## config.mk

```make
export PLATFORM = sky130hd
export DESIGN_NAME = dh_modexp_enc_flat
export DESIGN_NICKNAME = d
export VERILOG_FILES = /design/src/rtl/dh_pkg.sv /design/src/rtl/dh_modexp_enc_if.sv /design/src/rtl/dh_modmul.sv /design/src/rtl/dh_modexp_enc.sv /design/src/flat_wrapper.sv
export SDC_FILE = /design/constraint.sdc
export NUM_CORES = 1
export LEC_CHECK = 0
export BUFFER_PORTS_ARGS = -buffer_cell sky130_fd_sc_hd__buf_2
export CAP_MARGIN = 20
export CORE_ASPECT_RATIO = 0.9
export CORE_MARGIN = 5
export CORE_UTILIZATION = 55
export DETAILED_ROUTE_END_ITERATION = 12
export PLACE_DENSITY = 0.81
export SYNTH_ARGS = -nofsm -noshare
export SYNTH_HDL_FRONTEND = slang
export SYNTH_HIERARCHICAL = 1
export SYNTH_SLANG_ARGS = --single-unit
```

## constraint.sdc

```tcl
create_clock -name clk -period 42.6 [get_ports clk]
set_clock_uncertainty 0.05 [all_clocks]
set_input_delay 10.65 -clock clk [delete_from_list [all_inputs] [get_ports clk]]
set_output_delay 10.65 -clock clk [all_outputs]
set_load 0.005 [all_outputs]
```

## src/rtl/dh_pkg.sv

```systemverilog
// Shared types and defaults for the DH modular-exponentiation stage.
// No logic here; latency/backpressure are defined by the users of these types.
package dh_pkg;
    localparam int   DW_DEF      = 8;
    localparam int   EW_DEF      = 8;
    localparam logic C2_RST_BIT  = 1'b1;

    typedef enum logic [2:0] {
        IDLE,
        SQR,
        MUL,
        CHECK,
        DONE
    } state_t;
endpackage

```

## src/rtl/dh_modexp_enc_if.sv

```systemverilog
// Start/done request bundle between the key-exchange controller and the DH stage.
// Latency none (wires only); no backpressure, start is ignored while busy is high.
interface dh_modexp_enc_if #(
    parameter int DW = dh_pkg::DW_DEF,
    parameter int EW = dh_pkg::EW_DEF
);
    logic          start;
    logic [DW-1:0] base;
    logic [EW-1:0] exp;
    logic [DW-1:0] p;
    logic [DW-1:0] r1;
    logic [DW-1:0] c1;
    logic          busy;
    logic          done;
    logic          valid;
    logic          err;
    logic [DW-1:0] c2;

    modport master (output start, base, exp, p, r1, c1,
                    input  busy, done, valid, err, c2);
    modport slave  (input  start, base, exp, p, r1, c1,
                    output busy, done, valid, err, c2);
endinterface

```

## src/rtl/dh_modmul.sv

```systemverilog
// Combinational a*b mod p on a full 2*DW-bit product; p==0 yields 0.
// Zero latency; no backpressure.
module dh_modmul
    import dh_pkg::*;
#(
    parameter int DW = DW_DEF
) (
    input  logic [DW-1:0] a,
    input  logic [DW-1:0] b,
    input  logic [DW-1:0] p,
    output logic [DW-1:0] y
);
    logic [2*DW-1:0] prod;

    always_comb begin
        prod = {{DW{1'b0}}, a} * {{DW{1'b0}}, b};
        y    = '0;
        if (p != '0) begin
            y = DW'(prod % {{DW{1'b0}}, p});
        end
    end
endmodule

```

## src/rtl/dh_modexp_enc.sv

```systemverilog
// key = base^exp mod p (left-to-right square-and-multiply), verify key^c1==base, emit c2 = key^r1.
// Latency 2*EW+2 with DH_CONST_TIME_EN, else EW+popcount(exp)+2; p==0 finishes in 1; start ignored while busy.
module dh_modexp_enc
    import dh_pkg::*;
#(
    parameter int DW = DW_DEF,
    parameter int EW = EW_DEF
) (
    input  logic           clk,
    input  logic           rst,
    dh_modexp_enc_if.slave bus
);
    localparam int CW = $clog2(EW + 1);

    state_t        state, state_nx;
    logic [DW-1:0] base_l, base_r, p_l, r1_l, c1_l, acc;
    logic [DW-1:0] base_mod, acc_init, mm_b, mm_y;
    logic [EW-1:0] exp_sh;
    logic [CW-1:0] cnt;
    logic          msb, last;
    logic          ld, do_sqr, do_mul, shift, do_chk, fin;
    logic          busy, done, valid, err;
    logic [DW-1:0] c2;

    assign msb  = exp_sh[EW-1];
    assign last = (cnt == CW'(1));

    always_ff @(posedge clk) begin
        if (rst) state <= IDLE;
        else     state <= state_nx;
    end

    always_comb begin
        state_nx = state;
        case (state)
            IDLE:  if (bus.start) state_nx = (bus.p == '0) ? DONE : SQR;
`ifdef DH_CONST_TIME_EN
            SQR:   state_nx = MUL;
`else
            SQR:   state_nx = msb ? MUL : (last ? CHECK : SQR);
`endif
            MUL:   state_nx = last ? CHECK : SQR;
            CHECK: state_nx = DONE;
            DONE:  state_nx = IDLE;
            default: state_nx = IDLE;
        endcase
    end

    always_comb begin
        ld     = (state == IDLE) && bus.start;
        do_sqr = (state == SQR);
        do_mul = (state == MUL);
`ifdef DH_CONST_TIME_EN
        shift  = do_mul;
`else
        // a zero bit finishes in SQR, so the exponent advances there
        shift  = do_mul || (do_sqr && !msb);
`endif
        do_chk = (state == CHECK);
        fin    = (state == DONE);
    end

    assign base_mod = (bus.p == '0) ? '0 : bus.base % bus.p;
    assign acc_init = (bus.p == DW'(1)) ? '0 : DW'(1);
    assign mm_b     = do_mul ? (msb ? base_r : DW'(1)) : acc;

    dh_modmul #(.DW(DW)) u_modmul (
        .a (acc),
        .b (mm_b),
        .p (p_l),
        .y (mm_y)
    );

    always_ff @(posedge clk) begin
        if (rst) begin
            base_l <= '0;
            base_r <= '0;
            p_l    <= '0;
            r1_l   <= '0;
            c1_l   <= '0;
            acc    <= '0;
            exp_sh <= '0;
            cnt    <= '0;
            busy   <= 1'b0;
            done   <= 1'b0;
            valid  <= 1'b0;
            err    <= 1'b0;
            c2     <= {DW{C2_RST_BIT}};
        end else begin
            done <= 1'b0;
            if (ld) begin
                base_l <= bus.base;
                base_r <= base_mod;
                p_l    <= bus.p;
                r1_l   <= bus.r1;
                c1_l   <= bus.c1;
                acc    <= acc_init;
                exp_sh <= bus.exp;
                cnt    <= CW'(EW);
                busy   <= 1'b1;
                valid  <= 1'b0;
                err    <= 1'b0;
                c2     <= '0;
            end
            if (do_sqr || do_mul) acc <= mm_y;
            if (shift) begin
                exp_sh <= exp_sh << 1;
                cnt    <= cnt - CW'(1);
            end
            if (do_chk) begin
                if ((acc ^ c1_l) == base_l) begin
                    c2    <= acc ^ r1_l;
                    valid <= 1'b1;
                end else begin
                    c2    <= '0;
                    valid <= 1'b0;
                end
            end
            if (fin) begin
                done <= 1'b1;
                busy <= 1'b0;
                err  <= (p_l == '0);
            end
        end
    end

    assign bus.busy  = busy;
    assign bus.done  = done;
    assign bus.valid = valid;
    assign bus.err   = err;
    assign bus.c2    = c2;
endmodule

```

## src/flat_wrapper.sv

```systemverilog
// flat-port wrapper written by rule: the top's interface ports become plain ports
module dh_modexp_enc_flat import dh_pkg::*;
#(
    parameter int DW = DW_DEF,
    parameter int EW = EW_DEF
)
  (clk, rst, bus_start, bus_base, bus_exp, bus_p, bus_r1, bus_c1, bus_busy, bus_done, bus_valid, bus_err, bus_c2);
  dh_modexp_enc_if #(.DW(DW), .EW(EW)) bus_i ();
  input  logic clk;
  input  logic rst;
  input wire logic [$bits(bus_i.start)-1:0] bus_start;
  input wire logic [$bits(bus_i.base)-1:0] bus_base;
  input wire logic [$bits(bus_i.exp)-1:0] bus_exp;
  input wire logic [$bits(bus_i.p)-1:0] bus_p;
  input wire logic [$bits(bus_i.r1)-1:0] bus_r1;
  input wire logic [$bits(bus_i.c1)-1:0] bus_c1;
  output wire logic [$bits(bus_i.busy)-1:0] bus_busy;
  output wire logic [$bits(bus_i.done)-1:0] bus_done;
  output wire logic [$bits(bus_i.valid)-1:0] bus_valid;
  output wire logic [$bits(bus_i.err)-1:0] bus_err;
  output wire logic [$bits(bus_i.c2)-1:0] bus_c2;
  assign bus_i.start = bus_start;
  assign bus_i.base = bus_base;
  assign bus_i.exp = bus_exp;
  assign bus_i.p = bus_p;
  assign bus_i.r1 = bus_r1;
  assign bus_i.c1 = bus_c1;
  assign bus_busy = bus_i.busy;
  assign bus_done = bus_i.done;
  assign bus_valid = bus_i.valid;
  assign bus_err = bus_i.err;
  assign bus_c2 = bus_i.c2;
  dh_modexp_enc #(.DW(DW), .EW(EW)) u_core (.clk(clk), .rst(rst), .bus(bus_i));
endmodule
```

== Yosys cells after proc, flatten, opt, wreduce, memory -nomap -nowiden ==
Cells that the tools add are included.
W data, S select, Z words.

* $add $sub $neg: 1
* $mul: 1
* Divide/modulo/power cells: 2
* Equal/unequal tests: 8
* Mux-type cells: 24
* Bitwise operators: 2
* Reduce and logical (&&, ||, !) cells: 15

{| class="wikitable"
|+ Operators by type and width
! kind !! count
|-
| $mux W8 || 11
|-
| $logic_not A8 Y1 || 2
|-
| $mod A16 B8 Y16 || 1
|-
| $mul A8 B8 Y16 || 1
|-
| $xor A8 B8 Y8 || 2
|-
| $pmux W3 S4 || 1
|-
| $eq A8 B1 Y1 const B || 1
|-
| $eq A8 B8 Y1 || 1
|-
| $mod A8 B8 Y8 || 1
|-
| $mux W4 || 2
|-
| $reduce_bool A2 Y1 || 4
|-
| $reduce_bool A8 Y1 || 1
|-
| $eq A3 B2 Y1 const B || 2
|-
| $mux W1 || 6
|-
| $mux W3 || 2
|-
| $eq A4 B1 Y1 const B || 1
|-
| $mux W2 || 2
|-
| $reduce_or A2 Y1 || 2
|-
| $sub A4 B1 Y4 const B || 1
|-
| $eq A3 B1 Y1 const B || 1
|-
| $eq A3 B3 Y1 const B || 1
|-
| $logic_not A3 Y1 || 1
|-
| $logic_and A1 B1 Y1 || 2
|-
| $logic_or A1 B1 Y1 || 2
|-
| 2 further kinds || 2
|}

* Register bits after elaboration: 75
* Logic and storage cells: 68

== Logic depth before layout (Yosys ltp) ==
Gate-level depths: netlist of run 1.

* Word-level depth: 6
* Depth in mapped cells: 180
* Gate-level depth less buffers: 169

== Modules after synthesis ==
Netlist of run 1, hierarchy kept.

{| class="wikitable"
|+ By module, submodules not included
! module !! instances !! cells each !! area an instance (um2) !! sequential area each (um2)
|-
| dh_modmul || 1 || 1089 || 8140.3 || 0.0
|-
| dh_modexp_enc || 1 || 643 || 4914.7 || 1501.4
|}

== Worst setup path before layout of run 1 ==
Ideal clock, no wire load.

* Path kind: register to register
* From: register u_core.state[2]
* To: register u_core.acc[0]
* Setup time: 0.135 ns
* Arrival: 33.957 ns
* Required time: 42.415 ns
* Path slack: 8.457 ns
* Stages on the path, launching flop included: 170
* Path buffers: 11
* Path through: dfxtp_1 clkbuf_1 nor2_1 nand2_1 clkbuf_1 o21ai_0 and2_1 fa_1 fa_1 fa_1 inv_1 fa_1 inv_1 ha_1 a21oi_1 nand2_1 o211a_1 o41ai_1 [134 not listed] buf_2 o21ai_0 ha_1 nor2b_1 o21ai_0 nand2b_1 a21o_1 a21o_1 o21ai_0 nand2b_1 a21oi_1 nand2_1 nor4b_4 and2_1 buf_4 mux2_1 o22ai_1 a311oi_1

* Cells in the longest elaborated chain, start to end: 6

{| class="wikitable"
|+ Ends and longest elaborated chain
! item !! RTL line !! RTL
|-
| from (decl) || dh_modexp_enc.sv:15 || <nowiki>state_t state, state_nx;</nowiki>
|-
| from (signal assigned) || dh_modexp_enc.sv:30 || <nowiki>else state <= state_nx;</nowiki>
|-
| $eq A3 B2 Y1 || dh_modexp_enc.sv:52 || <nowiki>do_mul = (state == MUL);</nowiki>
|-
| $mux W8 || dh_modexp_enc.sv:65 || <nowiki>assign mm_b = do_mul ? (msb ? base_r : DW'(1)) : acc;</nowiki>
|-
| via u_core.mm_b[6] || dh_modexp_enc.sv:17 || <nowiki>logic [DW-1:0] base_mod, acc_init, mm_b, mm_y;</nowiki>
|-
| $mul A8 B8 Y16 || dh_modmul.sv:16 || <nowiki>prod = {{DW{1'b0}}, a} * {{DW{1'b0}}, b};</nowiki>
|-
| $mod A16 B8 Y16 || dh_modmul.sv:19 || <nowiki>y = DW'(prod % {{DW{1'b0}}, p});</nowiki>
|-
| $mux W8 || dh_modmul.sv:18 || <nowiki>if (p != '0) begin</nowiki>
|-
| via u_core.mm_y[0] || dh_modexp_enc.sv:17 ||
|-
| $mux W8 || dh_modexp_enc.sv:105 || <nowiki>if (do_sqr || do_mul) acc <= mm_y;</nowiki>
|-
| to (signal assigned) || dh_modexp_enc.sv:97 || <nowiki>acc <= acc_init;</nowiki>
|-
| to (signal assigned) || dh_modexp_enc.sv:105 ||
|-
| to (decl) || dh_modexp_enc.sv:16 || <nowiki>logic [DW-1:0] base_l, base_r, p_l, r1_l, c1_l, acc;</nowiki>
|}

The timed path passes the listed nets, and every way through them passes these cells.
A chain may end at the register's enable or synchronous reset.

== Final worst setup path of run 1 ==
Same ends and word-level chain as after synthesis.

==> results.cfg, run 1 <==
[run_status]
status = complete, no violations

[drt]
routed_wl_mm = 35.1
drtIter0Drc = 1058
remaining_drc_errors = 0
dr.pass1.iters = 6
drtAntennaViolNets = 0
wl_per_cell_um = 17.0
via_per_inst = 6.25
vias = 12900

[floorplanning]
core_mm2 = 0.0233
row_count = 53
fp.dieH_um = 156
pin_count = 55
chipWidth_um = 172
dieArea_mm2 = 0.0269
initial_utilization_pct = 55.9

[synthesis]
yosys_register_bits = 75
synth.most_common_cell = nand2_1
netlist_top_cells_count = 202 x nand2_1, 177 x ha_1, 144 x a21oi_1, 116 x nor2_1, 111 x inv_1
synth_top_area_share_pct = 17.0
ys_warn_count = 6
ys.flop_type = dfxtp_1
ys_top_cells_by_area = ha_1 17%, dfxtp_1 12%, fa_1 5.8%
synth_edf_count = 0
syn_avg_cell_area_um2 = 7.54
syn-cell-area_mm2 = 0.0131
yosysUniqueCellTypes = 100
syn_nets = 1990
syn_inst = 1732
synth-seq-area-share_pct = 11.5
yosys.area.top_type = ha_1
synthArstFlopShare_pct = 0

[global_route]
grt_pass1_wl_mm = 57.9
grt_pass1_vias = 12300
grt_max_degree = 70
overflow = 0
grt_use_total_pct = 25.5
antenna_found_initial = 0

[clocking]
htreeDepth = 3
clkTransAtPathRegs_ns = 0.06
cts.sinks = 75
cts_setup_buffers = 0
cts_tree = built
cts_hold_buf = 0
clk_path_buf_depth = 2
clk_latency_ns = 0.33
cts_resized = 0
cts-root-buf = clkbuf_16
cts_buffers = 9

[worst_setup_path]
r2r_end = u_core/acc[0]$_SDFFE_PP0P_
required_ns = 42.73
crit_top_cell = o21a_1
crit_path_end_kind = flip-flop
crit_fanout = 18
arrival_ns = 38.55
reg2reg_slack_ns = 4.18
worstReg2RegStart = u_core/state[2]$_SDFFE_PP0P_
crit_path_start = u_core/state[2]$_SDFFE_PP0P_
slowest_delay_ns = 0.85
path_class = reg2reg
r2r_cells = 162
crit_path_end = u_core/acc[0]$_SDFFE_PP0P_
slowest_stage = o21ai_0
start_kind = flip-flop

[timing]
slew_violations = 0
rsz0062_at_grt = false
hold_viol = 0
setup_viol = 0
fin_crit_ns = 38.42
worst_pin_slew_ns = 0.938
whs_ns = 0.414
setup_tns_ns = 0
slew_headroom_pct = 36.8
fin_crit_sh_pct = 90.2
timing.fmax_mhz = 26.0

[worst_hold_path]
worstHoldStart = u_core/bus.c2[3]$_SDFFE_PP1P_
min_path_cells = 2
min_path_type = reg2reg

[job]
drv_cap = 0

[cells_and_area]
fin_nets = 2016
area_growth_syn_to_layout_pct = 6.42
stdcell_count = 2065
num_antenna_cells = 0
postLayoutCellArea_mm2 = 0.0139
drive_gt1_share_pct = 8.34
fillers = 2149

[placed_design]
port_buffers = 54
dpl.hpwl_mm = 27.6
placed_area_mm2 = 0.0136
gp_congestion = 0.950
dp_cells = 2048
[logic make-up after synthesis]
kind of cell | Yosys count | share of synthesized area (%)
buffers and inverters | 158 | 4.73
AND/OR/NAND/NOR | 629 | 24.2
multiplexers | 43 | 3.59
adder cells (fa/ha/maj) | 217 | 22.9
XOR/XNOR | 96 | 6.44
flip-flops | 75 | 11.5
AO/OA/AOI/OAI | 514 | 26.6
[flip-flops by register name (all words and copies together) (netlist names), 8 cells and up]
name           cells
u_core/acc         8
u_core/base_l      8
u_core/base_r      8
u_core/bus.c2      8
u_core/c1_l        8
u_core/exp_sh      8
u_core/p_l         8
u_core/r1_l        8
[layout by cell type (no fill, tap or decap), types with 14 or more instances in the layout]
cell type / n
nand2_1: 202
ha_1: 177
a21oi_1: 144
nor2_1: 115
inv_1: 111
o21ai_0: 87
dfxtp_1: 75
nor3_1: 66
xnor2_1: 63
and2_1: 62
buf_2: 55
o21a_1: 46
fa_1: 38
a21o_1: 34
xor2_1: 33
nand3_1: 29
nand2b_1: 25
o211ai_1: 23
mux2_2: 23
nor2b_1: 19
o31ai_1: 18
mux2i_1: 17
a22oi_1: 17
a211oi_1: 17
or2_2: 15
nand4_1: 14
[per-layer routing]
metal	up-vias	share of wire [%]	global-route usage (%)
met3	78	5.9	3.62
met1	6012	45	33.2
met2	438	46	42.8
met5	-	0	0
li1	6368	-	-
met4	0	3.1	9.28
[worst max-delay path: cells and delay by family (launching register included)]
kind / cells / cell delay, ns
AO/OA/AOI/OAI: 83 / 18.02
XOR/XNOR: 1 / 0.15
adder cells (fa/ha/maj): 21 / 7.33
buffers and inverters: 5 / 0.29
flip-flops: 1 / 0.41
multiplexers: 6 / 1.93
AND/OR/NAND/NOR: 46 / 10.02
[through the flow]
stage                     utilization, %  setup slack (ns)
after floorplan                        -              8.46
after global placement              58.1              5.55
after detailed placement            58.1              4.62
after CTS                           59.5              4.56
after global routing                59.5              1.28
final                               59.5              4.18
[area by class of cell]
| cell class | instances | area [µm²] | area share (%) |
|---|---|---|---|
| multi-input combinational | 1499 | 10900 | 78.8 |
| sequential | 75 | 1500 | 10.8 |
| inverter | 111 | 417 | 3.00 |
| tap | 302 | 378 | 2.72 |
| timing repair buffer | 62 | 328 | 2.36 |
| clock buffer | 9 | 225 | 1.62 |
| clock inverter | 7 | 100 | 0.720 |
[worst min-delay path by stage]
stage,slack [ns],end
after floorplan,0.39,u_core/exp_sh[6]$_SDFFE_PP0P_
after global placement,0.39,u_core/bus.valid$_SDFFE_PP0P_
after detailed placement,0.40,u_core/bus.c2[3]$_SDFFE_PP1P_
after CTS,0.41,u_core/exp_sh[4]$_SDFFE_PP0P_
after global routing,0.44,u_core/bus.c2[4]$_SDFFE_PP1P_
final,0.41,u_core/bus.c2[3]$_SDFFE_PP1P_
Power of run 1 is not shown: default switching activity piles up to over one toggle a cycle in this logic, so the estimate is an artifact.
==> run 2: changes to the inputs <==
--- a/config.mk
+++ b/config.mk
@@ -8,7 +8,7 @@
 export BUFFER_PORTS_ARGS = -buffer_cell sky130_fd_sc_hd__buf_2
 export CAP_MARGIN = 20
 export CORE_ASPECT_RATIO = 0.9
-export CORE_MARGIN = 5
+export CORE_MARGIN = 2
 export CORE_UTILIZATION = 55
 export DETAILED_ROUTE_END_ITERATION = 12
 export PLACE_DENSITY = 0.81
==> results.cfg, run 2 (synthesis gave the netlist of run 1 again) <==
[cells_and_area]
fin_util_pct = 59.3
final_common_cell = nand2_1
num_antenna_cells = 0
fin_nets = 2016
drive_gt1_share_pct = 8.34
area_growth_syn_to_layout_pct = 6.10
postLayoutCellArea_mm2 = 0.0139
mostFrequentLayoutCells = 202 x nand2_1, 177 x ha_1, 144 x a21oi_1
fillers = 2190

[placed_design]
dpl.hpwl_mm = 26.9
gp_congestion = 0.938
placed_area_mm2 = 0.0136
port_buffers = 54

[worst_setup_path]
timing.critical_path.buf_inv = 4
worst-path-stages = 160
slowest_delay_ns = 0.83
start_kind = flip-flop
arrival_ns = 38.71
crit_family = compound AO/OA/AOI/OAI gates
crit_top_cell = o21a_1
crit_fanout = 18
required_ns = 42.74
reg2reg_slack_ns = 4.03
r2r_cells = 160
worstReg2RegStart = u_core/state[2]$_SDFFE_PP0P_
crit_path_end = u_core/acc[0]$_SDFFE_PP0P_
crit_path_start = u_core/state[2]$_SDFFE_PP0P_
path_class = reg2reg
slowest_stage = o21ai_0
r2r_end = u_core/acc[0]$_SDFFE_PP0P_
crit_path_end_kind = flip-flop

[global_route]
grt_pass1_wl_mm = 56.6
busiest_layer = met2
grt_use_total_pct = 26.6
grtUsageMet2_pct = 46.2
grt_max_degree = 70
grt_pass1_vias = 12100
antenna_found_initial = 0
use_met1_pct = 35.4
overflow = 0
use_met3_pct = 1.79

[clocking]
cts_buffers = 9
cts_resized = 0
cts-root-buf = clkbuf_16
clk_latency_ns = 0.33
cts_setup_buffers = 0
clk_path_buf_depth = 2
cts_tree = built
clkTransAtPathRegs_ns = 0.06
cts.sinks = 75
cts_hold_buf = 0
htreeDepth = 3

[timing]
fin_crit_sh_pct = 90.5
slew_headroom_pct = 28.3
rsz0062_at_grt = false
setup_tns_ns = 0
setup_viol = 0
slew_violations = 0
timing.fmax_mhz = 25.9
worst_pin_slew_ns = 1.06
whs_ns = 0.408
hold_viol = 0
fin_crit_ns = 38.57

[drt]
drtIter0Drc = 930
drtAntennaViolNets = 0
dr.pass1.iters = 6
vias = 12900
routed_wl_mm = 33.9
wl_per_cell_um = 16.4
remaining_drc_errors = 0
via_per_inst = 6.25

[floorplanning]
row_count = 53
initial_utilization_pct = 55.9
fp.dieH_um = 150
chipWidth_um = 166
pin_count = 55
dieArea_mm2 = 0.0250
core_mm2 = 0.0233

[job]
drv_cap = 0

[worst_hold_path]
min_path_type = reg2reg

[run_status]
status = complete, no violations
-- run 2: cell count changes in the layout (fill, tap and decap cells not counted), sizes merged --
cell / previous run / this run
bufinv: 2 / 0
inv: 113 / 114
clkinv: 1 / 0
clkinvlp: 2 / 4
-- run 2: area by class of cell --
class,instances,area [µm²],share of cell area (%)
Multi-Input combinational cell,1499,10900,79.0
Sequential cell,75,1500,10.8
Inverter,111,417,3.01
Tap cell,302,378,2.73
Timing Repair Buffer,62,328,2.37
Clock buffer,9,225,1.63
Clock inverter,7,58.8,0.425
-- run 2: layer usage --
layer	wire (µm)	part of all wire [%]	up-vias
li1	-	-	6352
met1	15400	45	6065
met2	15800	47	418
met3	1840	5.4	68
met4	831	2.5	0
met5	0	0	-
-- run 2: worst min-delay path by stage --
| stage | slack (ns) | cells past startpoint | end | from |
|---|---|---|---|---|
| 2_1_floorplan | 0.39 | 2 | u_core/exp_sh[6]$_SDFFE_PP0P_ | u_core/exp_sh[6]$_SDFFE_PP0P_ |
| 3_3_place_gp | 0.39 | 2 | u_core/bus.valid$_SDFFE_PP0P_ | u_core/bus.valid$_SDFFE_PP0P_ |
| 3_5_place_dp | 0.40 | 2 | u_core/exp_sh[4]$_SDFFE_PP0P_ | u_core/exp_sh[4]$_SDFFE_PP0P_ |
| 4_1_cts | 0.41 | 2 | u_core/exp_sh[4]$_SDFFE_PP0P_ | u_core/exp_sh[4]$_SDFFE_PP0P_ |
| 5_1_grt | 0.43 | 2 | u_core/exp_sh[4]$_SDFFE_PP0P_ | u_core/exp_sh[4]$_SDFFE_PP0P_ |
| 6_report | 0.41 | 2 | u_core/exp_sh[4]$_SDFFE_PP0P_ | u_core/exp_sh[4]$_SDFFE_PP0P_ |
-- run 2: worst min-delay path, cell delays in order, from the launching register on --
cell     delay [ns]
dfxtp_1        0.31
nand2_1        0.05
a21oi_1        0.05
-- run 2: metrics by stage --
step | worst slack, ns | std cells
4_1_cts | 4.41 | 2064
6_report | 4.03 | 2065
5_1_grt | 1.10 | 2065
2_1_floorplan | 8.46 | 1732
3_3_place_gp | 5.71 | 2048
3_5_place_dp | 4.47 | 2048
Power of run 2 is left out for the same reason.
